### config.mk
export PLATFORM = sky130hd
export DESIGN_NAME = dmem_arbiter
export DESIGN_NICKNAME = d
export VERILOG_FILES = /design/src/rtl/dmem_arbiter.sv
export SDC_FILE = /design/constraint.sdc
export NUM_CORES = 1
export LEC_CHECK = 0
export BUFFER_PORTS_ARGS = -buffer_cell sky130_fd_sc_hd__buf_2
export CAP_MARGIN = 20
export CORE_AREA = 8 8 102 104
export CTS_CLUSTER_SIZE = 20
export DETAILED_ROUTE_END_ITERATION = 7
export DIE_AREA = 0 0 110 112
export GPL_TIMING_DRIVEN = 0
export PLACE_DENSITY = 0.62
export SLEW_MARGIN = 0
export SYNTH_ARGS = -nofsm -noshare
export SYNTH_HDL_FRONTEND = slang
export SYNTH_SLANG_ARGS = --single-unit
### constraint.sdc
create_clock -name clk -period 2.1 [get_ports clk]
set_clock_uncertainty 0.1 [all_clocks]
set_input_delay 0.42 -clock clk [delete_from_list [all_inputs] [get_ports clk]]
set_output_delay 0.42 -clock clk [all_outputs]
set_load 0.02 [all_outputs]
### src/rtl/dmem_arbiter.sv
`default_nettype none
// ============================================================================
//  Module      : dmem_arbiter
//  Description : Arbitrates a single-port data SRAM between the pipeline
//                Memory stage (core) and an external loader/debug port (ext).
//                Core has fixed priority, but once ext has waited STARVE_LIMIT
//                consecutive cycles it wins the next cycle. At most one access
//                is issued per cycle; read data is returned one cycle after
//                issue to the requester that issued it.
//  Ports       : clk, reset            - clock, synchronous active-high reset
//                core_memread/memwrite - core request (both high = write)
//                core_addr/core_wdata  - core byte address / write data
//                core_stall            - core request present but not granted
//                core_rdata/core_rvalid- core read return
//                ext_req/ext_we        - ext request (held until ext_gnt)
//                ext_addr/ext_wdata    - ext byte address / write data
//                ext_gnt               - ext request accepted this cycle
//                ext_rdata/ext_rvalid  - ext read return
//                mem_en/we/addr/wdata  - SRAM access (word address)
//                mem_rdata             - SRAM read data, one cycle after issue
//                err_flag              - sticky bad-address flag (option only)
//  Option      : DMEM_ARB_ERRCHK_EN - suppress misaligned / out-of-range
//                accesses and add the err_flag output.
//  Revision    : 1.0 - initial release
// ============================================================================
module dmem_arbiter #(
    parameter int ADDR_W       = 10,
    parameter int STARVE_LIMIT = 4
) (
    input  logic              clk,
    input  logic              reset,
    input  logic              core_memread,
    input  logic              core_memwrite,
    input  logic [31:0]       core_addr,
    input  logic [31:0]       core_wdata,
    output logic              core_stall,
    output logic [31:0]       core_rdata,
    output logic              core_rvalid,
    input  logic              ext_req,
    input  logic              ext_we,
    input  logic [31:0]       ext_addr,
    input  logic [31:0]       ext_wdata,
    output logic              ext_gnt,
    output logic [31:0]       ext_rdata,
    output logic              ext_rvalid,
    output logic              mem_en,
    output logic              mem_we,
    output logic [ADDR_W-1:0] mem_addr,
    output logic [31:0]       mem_wdata,
`ifdef DMEM_ARB_ERRCHK_EN
    output logic              err_flag,
`endif
    input  logic [31:0]       mem_rdata
);

    localparam logic [3:0] C_STARVE_LIMIT = 4'(STARVE_LIMIT);

    logic        w_core_req;
    logic        w_ext_override;
    logic        w_ext_win;
    logic        w_core_win;
    logic        w_any_win;
    logic        w_sel_we;
    logic        w_sel_rd;
    logic [31:0] w_sel_addr;
    logic [31:0] w_sel_wdata;
    logic        w_suppress;

    logic [3:0]  r_starve_cnt;
    logic        r_rd_pending_core;
    logic        r_rd_pending_ext;
    logic        r_rd_zero;

    assign w_core_req     = core_memread | core_memwrite;
    assign w_ext_override = ext_req && (r_starve_cnt == C_STARVE_LIMIT);

    // Nothing is granted while reset is held.
    assign w_ext_win  = !reset && ext_req && (!w_core_req || w_ext_override);
    assign w_core_win = !reset && w_core_req && !w_ext_win;
    assign w_any_win  = w_ext_win | w_core_win;

    assign core_stall = !reset && w_core_req && !w_core_win;
    assign ext_gnt    = w_ext_win;

    // Winner select. A core request with both read and write high is a write.
    always_comb begin
        w_sel_addr  = 32'd0;
        w_sel_wdata = 32'd0;
        w_sel_we    = 1'b0;
        w_sel_rd    = 1'b0;
        if (w_ext_win) begin
            w_sel_addr  = ext_addr;
            w_sel_wdata = ext_wdata;
            w_sel_we    = ext_we;
            w_sel_rd    = !ext_we;
        end else if (w_core_win) begin
            w_sel_addr  = core_addr;
            w_sel_wdata = core_wdata;
            w_sel_we    = core_memwrite;
            w_sel_rd    = core_memread && !core_memwrite;
        end
    end

`ifdef DMEM_ARB_ERRCHK_EN
    logic w_addr_bad;
    logic r_err_flag;

    assign w_addr_bad = (w_sel_addr[1:0] != 2'b00) ||
                        ((w_sel_addr >> (ADDR_W + 2)) != 32'd0);
    assign w_suppress = w_any_win && w_addr_bad;
    assign err_flag   = r_err_flag;

    always_ff @(posedge clk) begin
        if (reset) begin
            r_err_flag <= 1'b0;
        end else if (w_suppress) begin
            r_err_flag <= 1'b1;
        end
    end
`else
    logic w_unused_addr_bits;

    // Address bits outside the word index are intentionally ignored.
    assign w_unused_addr_bits = ^w_sel_addr;
    assign w_suppress         = 1'b0;
`endif

    // A suppressed access still completes its grant but never reaches the SRAM.
    assign mem_en    = w_any_win && !w_suppress;
    assign mem_we    = mem_en && w_sel_we;
    assign mem_addr  = mem_en ? w_sel_addr[ADDR_W+1:2] : '0;
    assign mem_wdata = mem_en ? w_sel_wdata : 32'd0;

    // Ext wait counter; saturates so the override stays asserted until served.
    always_ff @(posedge clk) begin
        if (reset) begin
            r_starve_cnt <= 4'd0;
        end else if (!ext_req || w_ext_win) begin
            r_starve_cnt <= 4'd0;
        end else if (r_starve_cnt != C_STARVE_LIMIT) begin
            r_starve_cnt <= r_starve_cnt + 4'd1;
        end
    end

    // Owner tag for the read issued this cycle; data returns next cycle.
    always_ff @(posedge clk) begin
        if (reset) begin
            r_rd_pending_core <= 1'b0;
            r_rd_pending_ext  <= 1'b0;
            r_rd_zero         <= 1'b0;
        end else begin
            r_rd_pending_core <= w_core_win && w_sel_rd;
            r_rd_pending_ext  <= w_ext_win && w_sel_rd;
            r_rd_zero         <= w_suppress;
        end
    end

    // Gating with reset drops a return whose issue preceded a reset assertion.
    assign core_rvalid = r_rd_pending_core && !reset;
    assign ext_rvalid  = r_rd_pending_ext && !reset;
    assign core_rdata  = (core_rvalid && !r_rd_zero) ? mem_rdata : 32'd0;
    assign ext_rdata   = (ext_rvalid && !r_rd_zero) ? mem_rdata : 32'd0;

endmodule
`default_nettype wire

# Word level (Yosys, flattened, before mapping)
# Cells that the tools add are included.
# totals
mem_bits_ro	0
mem_count	0
out_inout_bits	112
mem_bits_rw	0
regBits	6
latchBits	0
# op_classes
n_eq_ne	2
multipliers	0
mux	12
n_bitwise	2
reduce_logical	22
shift	0
order_cmp	0
add_sub_neg	1
div_mod_pow	0
# ops
op	n
$mux W32	5
$mux W12	2
$logic_and A1 B1 Y1	12
$mux W10	1
$logic_not A1 Y1	7
$add A4 B1 Y4 const B	1
$eq A4 B3 Y1 const B	1
$mux W1	4
$ne A4 B3 Y1 const B	1
$logic_or A1 B1 Y1	2
$or A1 B1 Y1	2
$reduce_or A2 Y1	1

# Logic depth before layout (Yosys ltp)
# Gate-level depths: netlist of run 1.
# depth
ltp_word	9
mapped_depth	6

# Least setup slack after synthesis of run 1
# No wires, ideal clock.
# synth_path
path_type	flip-flop to output port
start	reg r_starve_cnt[0]
end	out mem_addr[0]
t_arrival_ns	1.456
t_required_ns	1.580
stages_incl_launch_ff	6
setup_slack_ns	0.124
path_cell_list	dfxtp_1 inv_1 ha_1 nand4b_2 a21boi_4 o32ai_1
# synth_between
elab_chain_cells	9
word_cells_on_any_way	10
cone_classes	eq/ne (1); mux (3); bitwise (1); reduce/logical (5)
# synth_rtl
item	line_no	text
start: declaration	69	logic [3:0] r_starve_cnt;
start signal: assignment	141	r_starve_cnt <= r_starve_cnt + 4'd1;
$eq A4 B3 Y1 *	75	assign w_ext_override = ext_req && (r_starve_cnt == C_STARVE_LIMIT);
$logic_and A1 B1 Y1 *	75	
$logic_or A1 B1 Y1 *	78	assign w_ext_win = !reset && ext_req && (!w_core_req || w_ext_override);
$logic_and A1 B1 Y1 *	78	
$logic_not A1 Y1	79	assign w_core_win = !reset && w_core_req && !w_ext_win;
$logic_and A1 B1 Y1	79	
$mux W12	96	end else if (w_core_win) begin
$mux W12	91	if (w_ext_win) begin
$mux W10 *	131	assign mem_addr = mem_en ? w_sel_addr[ADDR_W+1:2] : '0;
end: declaration	48	output logic [ADDR_W-1:0] mem_addr,
# Mark *: on every way between the ends. The rest lies on a longest branch, timed or not.

# Worst setup path in the final report of run 1
# layout_path
start	reg r_starve_cnt[1]
end	out mem_wdata[12]
# layout_between
elab_chain_cells	9
word_cells_on_any_way	10
cone_classes	eq/ne (1); mux (3); bitwise (1); reduce/logical (5)
# layout_rtl
item	line_no	text
$eq A4 B3 Y1 *	75	
$logic_and A1 B1 Y1 *	75	
$logic_or A1 B1 Y1 *	78	
$logic_and A1 B1 Y1 *	78	
$logic_not A1 Y1	79	
$logic_and A1 B1 Y1	79	
$mux W32	96	
$mux W32	91	
$mux W32 *	132	assign mem_wdata = mem_en ? w_sel_wdata : 32'd0;
end: declaration	49	output logic [31:0] mem_wdata,
# Marked as above.

==> results of run 1 <==
==> cell families (layout without fill, tap and decap cells) <==
logic type                 after synthesis  in the layout  share of synthesized area (%)
adders and majority gates                2              2                           1.27
AOI/OAI and AO/OA                       45             45                           36.3
and+or+nand+nor                        127            127                           39.7
xor gates and xnor gates                 2              2                          0.891
buffers and inverters                   69            316                           15.8
DFF                                      6              6                           6.11
==> layout by cell type (no fill, tap or decap) <==
master	n
buf_4	28
xnor2_1	1
o21ai_4	1
dfxtp_1	4
ha_1	1
buf_12	5
buf_6	25
ha_4	1
nand2_1	1
dfxtp_2	2
a32o_1	1
buf_8	4
and3_1	1
nand3b_1	2
o32ai_2	19
nor2b_4	1
nor2_1	7
nand4b_4	1
nor2b_2	1
buf_16	2
buf_2	194
nand2b_1	42
clkbuf_2	4
inv_1	43
clkbuf_4	2
and2_1	64
nor3b_1	1
a21boi_4	1
o32ai_4	23
nor2b_1	2
clkbuf_8	3
xor2_1	1
nand3_1	1
inv_2	2
nor2_2	1
clkbuf_1	4
nor3_1	2
==> power by group <==
| group | internal [uW] | leakage (uW) | switching [uW] |
|---|---|---|---|
| registers | 118 | 0.0000496 | 1.56 |
| clock network | 123 | 0.0000216 | 45.9 |
| logic | 333 | 0.00208 | 358 |
| total | 574 | 0.00215 | 406 |
==> registers in the layout, summed over array words and instances (netlist names) <==
signal,count
r_starve_cnt,4
r_rd_pending_core,1
r_rd_pending_ext,1
==> what timing repair did <==
action | in CTS | in global routing
buffers inserted | 7 | 3
pin swaps | 3 | 1
resized for setup | 90 | 45
cloned | 2 | 0
endpoints found under the setup margin | 78 | 83
==> per-stage QoR <==
stage               power (uW)  setup TNS, ps
floorplan                  423              0
global placement           645         -11460
detailed placement         656         -13810
CTS                        929          -5770
global route              1040          -7940
finish                     979          -5410
==> worst max-delay path, stage by stage (launching register included) <==
cell and delay, ps:
dfxtp_2 320, inv_2 60, ha_4 150, nand4b_4 110, a21boi_4 160, buf_12 160, buf_8 160, o32ai_2 200
buf_4 190
==> layout make-up <==
type,count,area (sq um)
fillers,850,4850
well taps,111,139
flip-flops and latches,6,123
repair buffers,244,1500
clock buffers,3,41.3
inverters,45,169
multi-input cells,176,1840
plain buffers,24,225
==> layer usage <==
layer	wire length (um)	global-route usage [%]	up-vias	part of all wire (%)
met4	144	3.33	0	1.4
met1	3280	14.0	1232	32
met3	1310	4.22	12	13
met5	0	0	-	0
li1	-	-	1329	-
met2	5410	29.6	163	53
==> how the worst max path moves through the flow <==
stage                                            start       endpoint  slack (ps)  cells past startpoint
after floorplan           r_starve_cnt[0]$_SDFFE_PP0P_    mem_addr[0]         120                      5
after global placement                           reset  mem_wdata[12]        -280                      6
after detailed placement                         reset  mem_wdata[21]        -320                      6
after CTS                 r_starve_cnt[1]$_SDFFE_PP0P_  mem_wdata[30]        -180                      8
after global routing      r_starve_cnt[0]$_SDFFE_PP0P_  mem_wdata[19]        -210                      8
final                     r_starve_cnt[1]$_SDFFE_PP0P_  mem_wdata[12]        -150                      8
==> run_results.csv, run 1 <==
group,metric,value,unit
yosys,synth_ff_type,"dfxtp_1",
final_layout,diodes,0,
final_layout,final_area,4040,sq um
placement,dpl.cell_count,595,
outcome,violations,"negative setup slack",
clock_tree,cts-root-buf,"clkbuf_8",
clock_tree,clock_latency,220,ps
timing,worst_pin_slew,475,ps
yosys,yosysMostFrequentCell,"and2_1",
critical_path,reg2reg_to,"r_rd_pending_ext$_SDFF_PP0_",
final_layout,nNetsFinal,668,
drt,route.antenna.remaining_nets,0,
global_route,grt_pass1_vias,3009,
yosys,ys_seq_elements,6,
die,die_x,110,um
critical_path,r2r-start,"r_starve_cnt[0]$_SDFFE_PP0P_",
yosys,synth_top_cell_by_area,"o32ai_2",
critical_path,worst_r2r_path_depth,7,
die,dieArea,12300,sq um
min_path,min_path_cells,2,
timing,grt_setup_unrepaired,"true",
critical_path,r2r_setup_slack,650,ps
final_layout,layout-drive-gt1-share,64.3,%
placement,placed_area,3270,sq um
yosys,ys_seq_area_share,6.11,%
critical_path,required,1580,ps
drt,vias_per_cell,4.49,
min_path,hold_path.startpoint,"ext_we",
power_and_ir_drop,p_per_area,242,nW/um^2
die,fp.dieH,112,um
final_layout,fin_util,45.5,%
critical_path,critPathKind,"flop to primary output",
clock_tree,clkSinkCount,6,
final_layout,final_cells,609,
die,core_area,8890,sq um
drt,wirelength,10100,um
global_route,antenna_found_initial,0,
global_route,grt_first_pass_wirelength,14900,um
clock_tree,holdBufCountCts,0,
drt,drc,0,
global_route,globalRouteOverflowTotal,0,
yosys,syn_area,1970,sq um
placement,portBuffers,233,
outcome,status,"finished with violations",
placement,dp_slack,-318,ps
timing,finalWorstSetupSlack,-151,ps
critical_path,worst_ep_arrival_time,1730,ps
yosys,synth_cell_types,27,
timing,min_period_over_period,107,%
timing,timing.hold.ws,309,ps
clock_tree,ctsLongestPathBuffers,2,
timing,report.final.slew_viol_count,0,
yosys,synth_area_leaders,"o32ai_2 (30%), and2_1 (20%), nand2b_1 (13%), inv_1 (8.6%), dfxtp_1 (6.1%)",
timing,setup_violations,43,
yosys,async_reset_ff_share,0,%
timing,hold_violations,0,
die,row_count,35,
die,start_util,22.1,%
min_path,hold_path.class,"primary input to flop",
power_and_ir_drop,p_leak,0.00215,uW
global_route,grtUsageTotal,14.8,%
yosys,syn-num-nets,419,
final_layout,area_delta_synth_final,106,%
job,drv_cap,0,
clock_tree,cts_made_buffers,3,
timing,relSlewSlack,68.2,%
drt,first_pass_iters,3,
clock_tree,clkTransAtPathRegs,40,ps
timing,max_freq,0.444,GHz
yosys,synth.top_cell.area_share,29.8,%
drt,num_vias,2736,
critical_path,worst_setup_path_end_kind,"primary output",
critical_path,start_kind,"flop",
clock_tree,cts_tree,"built",
global_route,grt_start_max_net_pins,11,
clock_tree,h-tree-depth,1,
yosys,syn_inst,251,
timing,fin_crit,2250,ps
critical_path,crit_fanout,10,
power_and_ir_drop,irDropWorstVdd,0.000122,V
min_path,worstHoldEndpoint,"r_rd_pending_ext$_SDFF_PP0_",
yosys,synth_edf_count,0,
placement,hpwl,8380,um
yosys,yosysWarnings,0,
drt,dr.first_iter.drc_count,76,
yosys,avgSynthCellArea,7.84,sq um
placement,place_congestion,0.783,
die,ios,278,
drt,wl_per_cell,16.7,um
yosys,synthTopCellsByCount,"and2_1 (64), inv_1 (45), nand2b_1 (42)",
Note: power is estimated with default switching activity, not from simulation.
==> inputs of run 2 (changes only) <==
--- a/config.mk
+++ b/config.mk
@@ -7,12 +7,12 @@
 export LEC_CHECK = 0
 export BUFFER_PORTS_ARGS = -buffer_cell sky130_fd_sc_hd__buf_2
 export CAP_MARGIN = 20
-export CORE_AREA = 8 8 102 104
+export CORE_AREA = 8 8 101 103
 export CTS_CLUSTER_SIZE = 20
 export DETAILED_ROUTE_END_ITERATION = 7
-export DIE_AREA = 0 0 110 112
+export DIE_AREA = 0 0 109 111
 export GPL_TIMING_DRIVEN = 0
-export PLACE_DENSITY = 0.62
+export PLACE_DENSITY = 0.65
 export SLEW_MARGIN = 0
 export SYNTH_ARGS = -nofsm -noshare
 export SYNTH_HDL_FRONTEND = slang
==> constraint.sdc (replaced) <==
create_clock -name clk -period 2 [get_ports clk]
set_clock_uncertainty 0.1 [all_clocks]
set_input_delay 0.4 -clock clk [delete_from_list [all_inputs] [get_ports clk]]
set_output_delay 0.4 -clock clk [all_outputs]
set_load 0.02 [all_outputs]
==> run 2 against run 1 <==
The run still ends with negative setup slack left. Non-clock buffer count shrank 5. Sequential power rose by 5%. Total power is 1.4% lower. Design area fell by 7.4%. Core utilization down 1.7 points. Combinational power is 5.5% lower. Via count shrank 2.9%. Routed wire length fell by 3.9%. Sequential share of layout area rose by 0.24 points. Critical path type unchanged.
==> run_results.csv, run 2 (synthesis gave the netlist of run 1 again) <==
group,metric,value,unit
outcome,status,"finished with violations",
timing,grt_setup_unrepaired,"true",
final_layout,mostFrequentLayoutCells,"buf_2 (193), and2_1 (64), inv_1 (43), nand2b_1 (42), buf_4 (38)",
drt,first_pass_iters,4,
final_layout,regMostFlops,"r_starve_cnt",
clock_tree,holdBufCountCts,0,
timing,finalSetupTns,-9970,ps
final_layout,layout_commonest_cell,"buf_2",
global_route,antenna_found_initial,0,
placement,hpwl,8220,um
final_layout,largest_reg_flops,4,
clock_tree,h-tree-depth,1,
placement,dpl.cell_count,592,
global_route,grtUsageTotal,13.9,%
global_route,grt_pass1_vias,2849,
clock_tree,clock_latency,230,ps
critical_path,required,1500,ps
clock_tree,cts_tree,"built",
die,ios,278,
critical_path,worst_ep_arrival_time,1760,ps
drt,drc,0,
final_layout,diodes,0,
die,fp.dieH,111,um
drt,wirelength,9750,um
die,row_count,34,
timing,finalWorstSetupSlack,-258,ps
power_and_ir_drop,p_per_area,258,nW/um^2
final_layout,layout-drive-gt1-share,63.5,%
die,start_util,23.0,%
die,die_x,109,um
clock_tree,cts_made_buffers,3,
drt,dr.first_iter.drc_count,77,
die,dieArea,12100,sq um
global_route,top_usage_layer,"met2",
final_layout,multi_input_area,1700,sq um
final_layout,nNetsFinal,663,
timing,relSlewSlack,61.2,%
global_route,grt_first_pass_wirelength,13900,um
critical_path,critPathKind,"flop to primary output",
min_path,hold_path.class,"primary input to flop",
critical_path,worst_setup_path_end_kind,"primary output",
drt,num_vias,2657,
timing,max_freq,0.443,GHz
placement,place_congestion,0.802,
timing,hold_violations,0,
final_layout,top_regs,"r_starve_cnt: 4 flops, r_rd_pending_core: 1 flops, r_rd_pending_ext: 1 flops",
global_route,globalRouteOverflowTotal,0,
job,drv_cap,0,
final_layout,seqCellArea,123,sq um
die,core_area,8550,sq um
clock_tree,ctsLongestPathBuffers,2,
placement,portBuffers,233,
drt,wl_per_cell,16.2,um
timing,min_period_over_period,113,%
critical_path,start_kind,"flop",
power_and_ir_drop,irDropWorstVdd,0.000152,V
global_route,global_route.usage.met2,28.2,%
global_route,met3_usage,4.24,%
timing,fin_crit,2260,ps
global_route,use_met1,13.2,%
final_layout,area_delta_synth_final,90.5,%
final_layout,fillers,879,
drt,route.antenna.remaining_nets,0,
global_route,grt_start_max_net_pins,11,
power_and_ir_drop,finalPower,966,uW
drt,vias_per_cell,4.42,
final_layout,fin_util,43.8,%
timing,worst_pin_slew,582,ps
clock_tree,cts-root-buf,"clkbuf_8",
final_layout,final_cells,601,
clock_tree,clkSinkCount,6,
timing,report.final.slew_viol_count,0,
timing,setup_violations,43,
critical_path,crit_fanout,10,
outcome,violations,"negative setup slack",
power_and_ir_drop,p_leak,0.00207,uW
clock_tree,clkTransAtPathRegs,40,ps
==> run 2: cell count changes in the layout (fill, tap and decap cells not counted), sizes merged <==
cell	change
clkbuf	+1
buf	-6
==> run 2: where the power goes <==
part | internal, uW | switching (uW) | leakage [uW]
clock network | 130 | 56.0 | 0.0000216
logic | 308 | 346 | 0.00200
registers | 124 | 1.94 | 0.0000496
==> run 2: repair_timing <==
item	CTS	global route
resized for setup	77	23
setup endpoints to repair	94	74
setup buffers	5	2
hold endpoints to repair	0	0
pin swaps	1	0
==> run 2: layout make-up <==
class | count | area share (%)
sequential | 6 | 3.27
timing repair buffer | 239 | 36.7
tap | 108 | 3.61
inverter | 45 | 4.51
clock buffer | 3 | 1.10
buffer | 24 | 5.34
multi-input combinational | 176 | 45.4
==> run 2: worst paths after layout <==
| check | from | end | slack [ps] | cells after the start |
|---|---|---|---|---|
| worst max-delay path | r_starve_cnt[1]$_SDFFE_PP0P_ | mem_addr[2] | -260 | 8 |
| worst min-delay path | ext_we | r_rd_pending_ext$_SDFF_PP0_ | 320 | 2 |
| worst max register to register | r_starve_cnt[1]$_SDFFE_PP0P_ | r_rd_pending_ext$_SDFF_PP0_ | 470 | 7 |
| worst min register to register | r_starve_cnt[0]$_SDFFE_PP0P_ | r_starve_cnt[0]$_SDFFE_PP0P_ | 330 | 1 |
==> run 2: routing by layer <==
metal	routed length (um)	vias up
met3	1210	9
li1	-	1316
met1	3210	1175
met2	5270	157
met4	61	0
met5	0	-
==> run 2: per-stage QoR <==
step / setup WS [ps] / area [sq um] / hold WS [ps]
floorplan: 43.9 / 1970 / 330
global placement: -267 / 3270 / 346
detailed placement: -292 / 3270 / 348
CTS: -268 / 3620 / 335
global route: -327 / 3750 / 350
finish: -258 / 3750 / 324
==> run 2: critical path: stages (launching register included) <==
cell and delay [ps]:
dfxtp_2 320, inv_2 60, ha_4 140, nand4b_4 130
a21boi_4 170, buf_12 160, buf_12 150, o32ai_4 240
buf_6 160
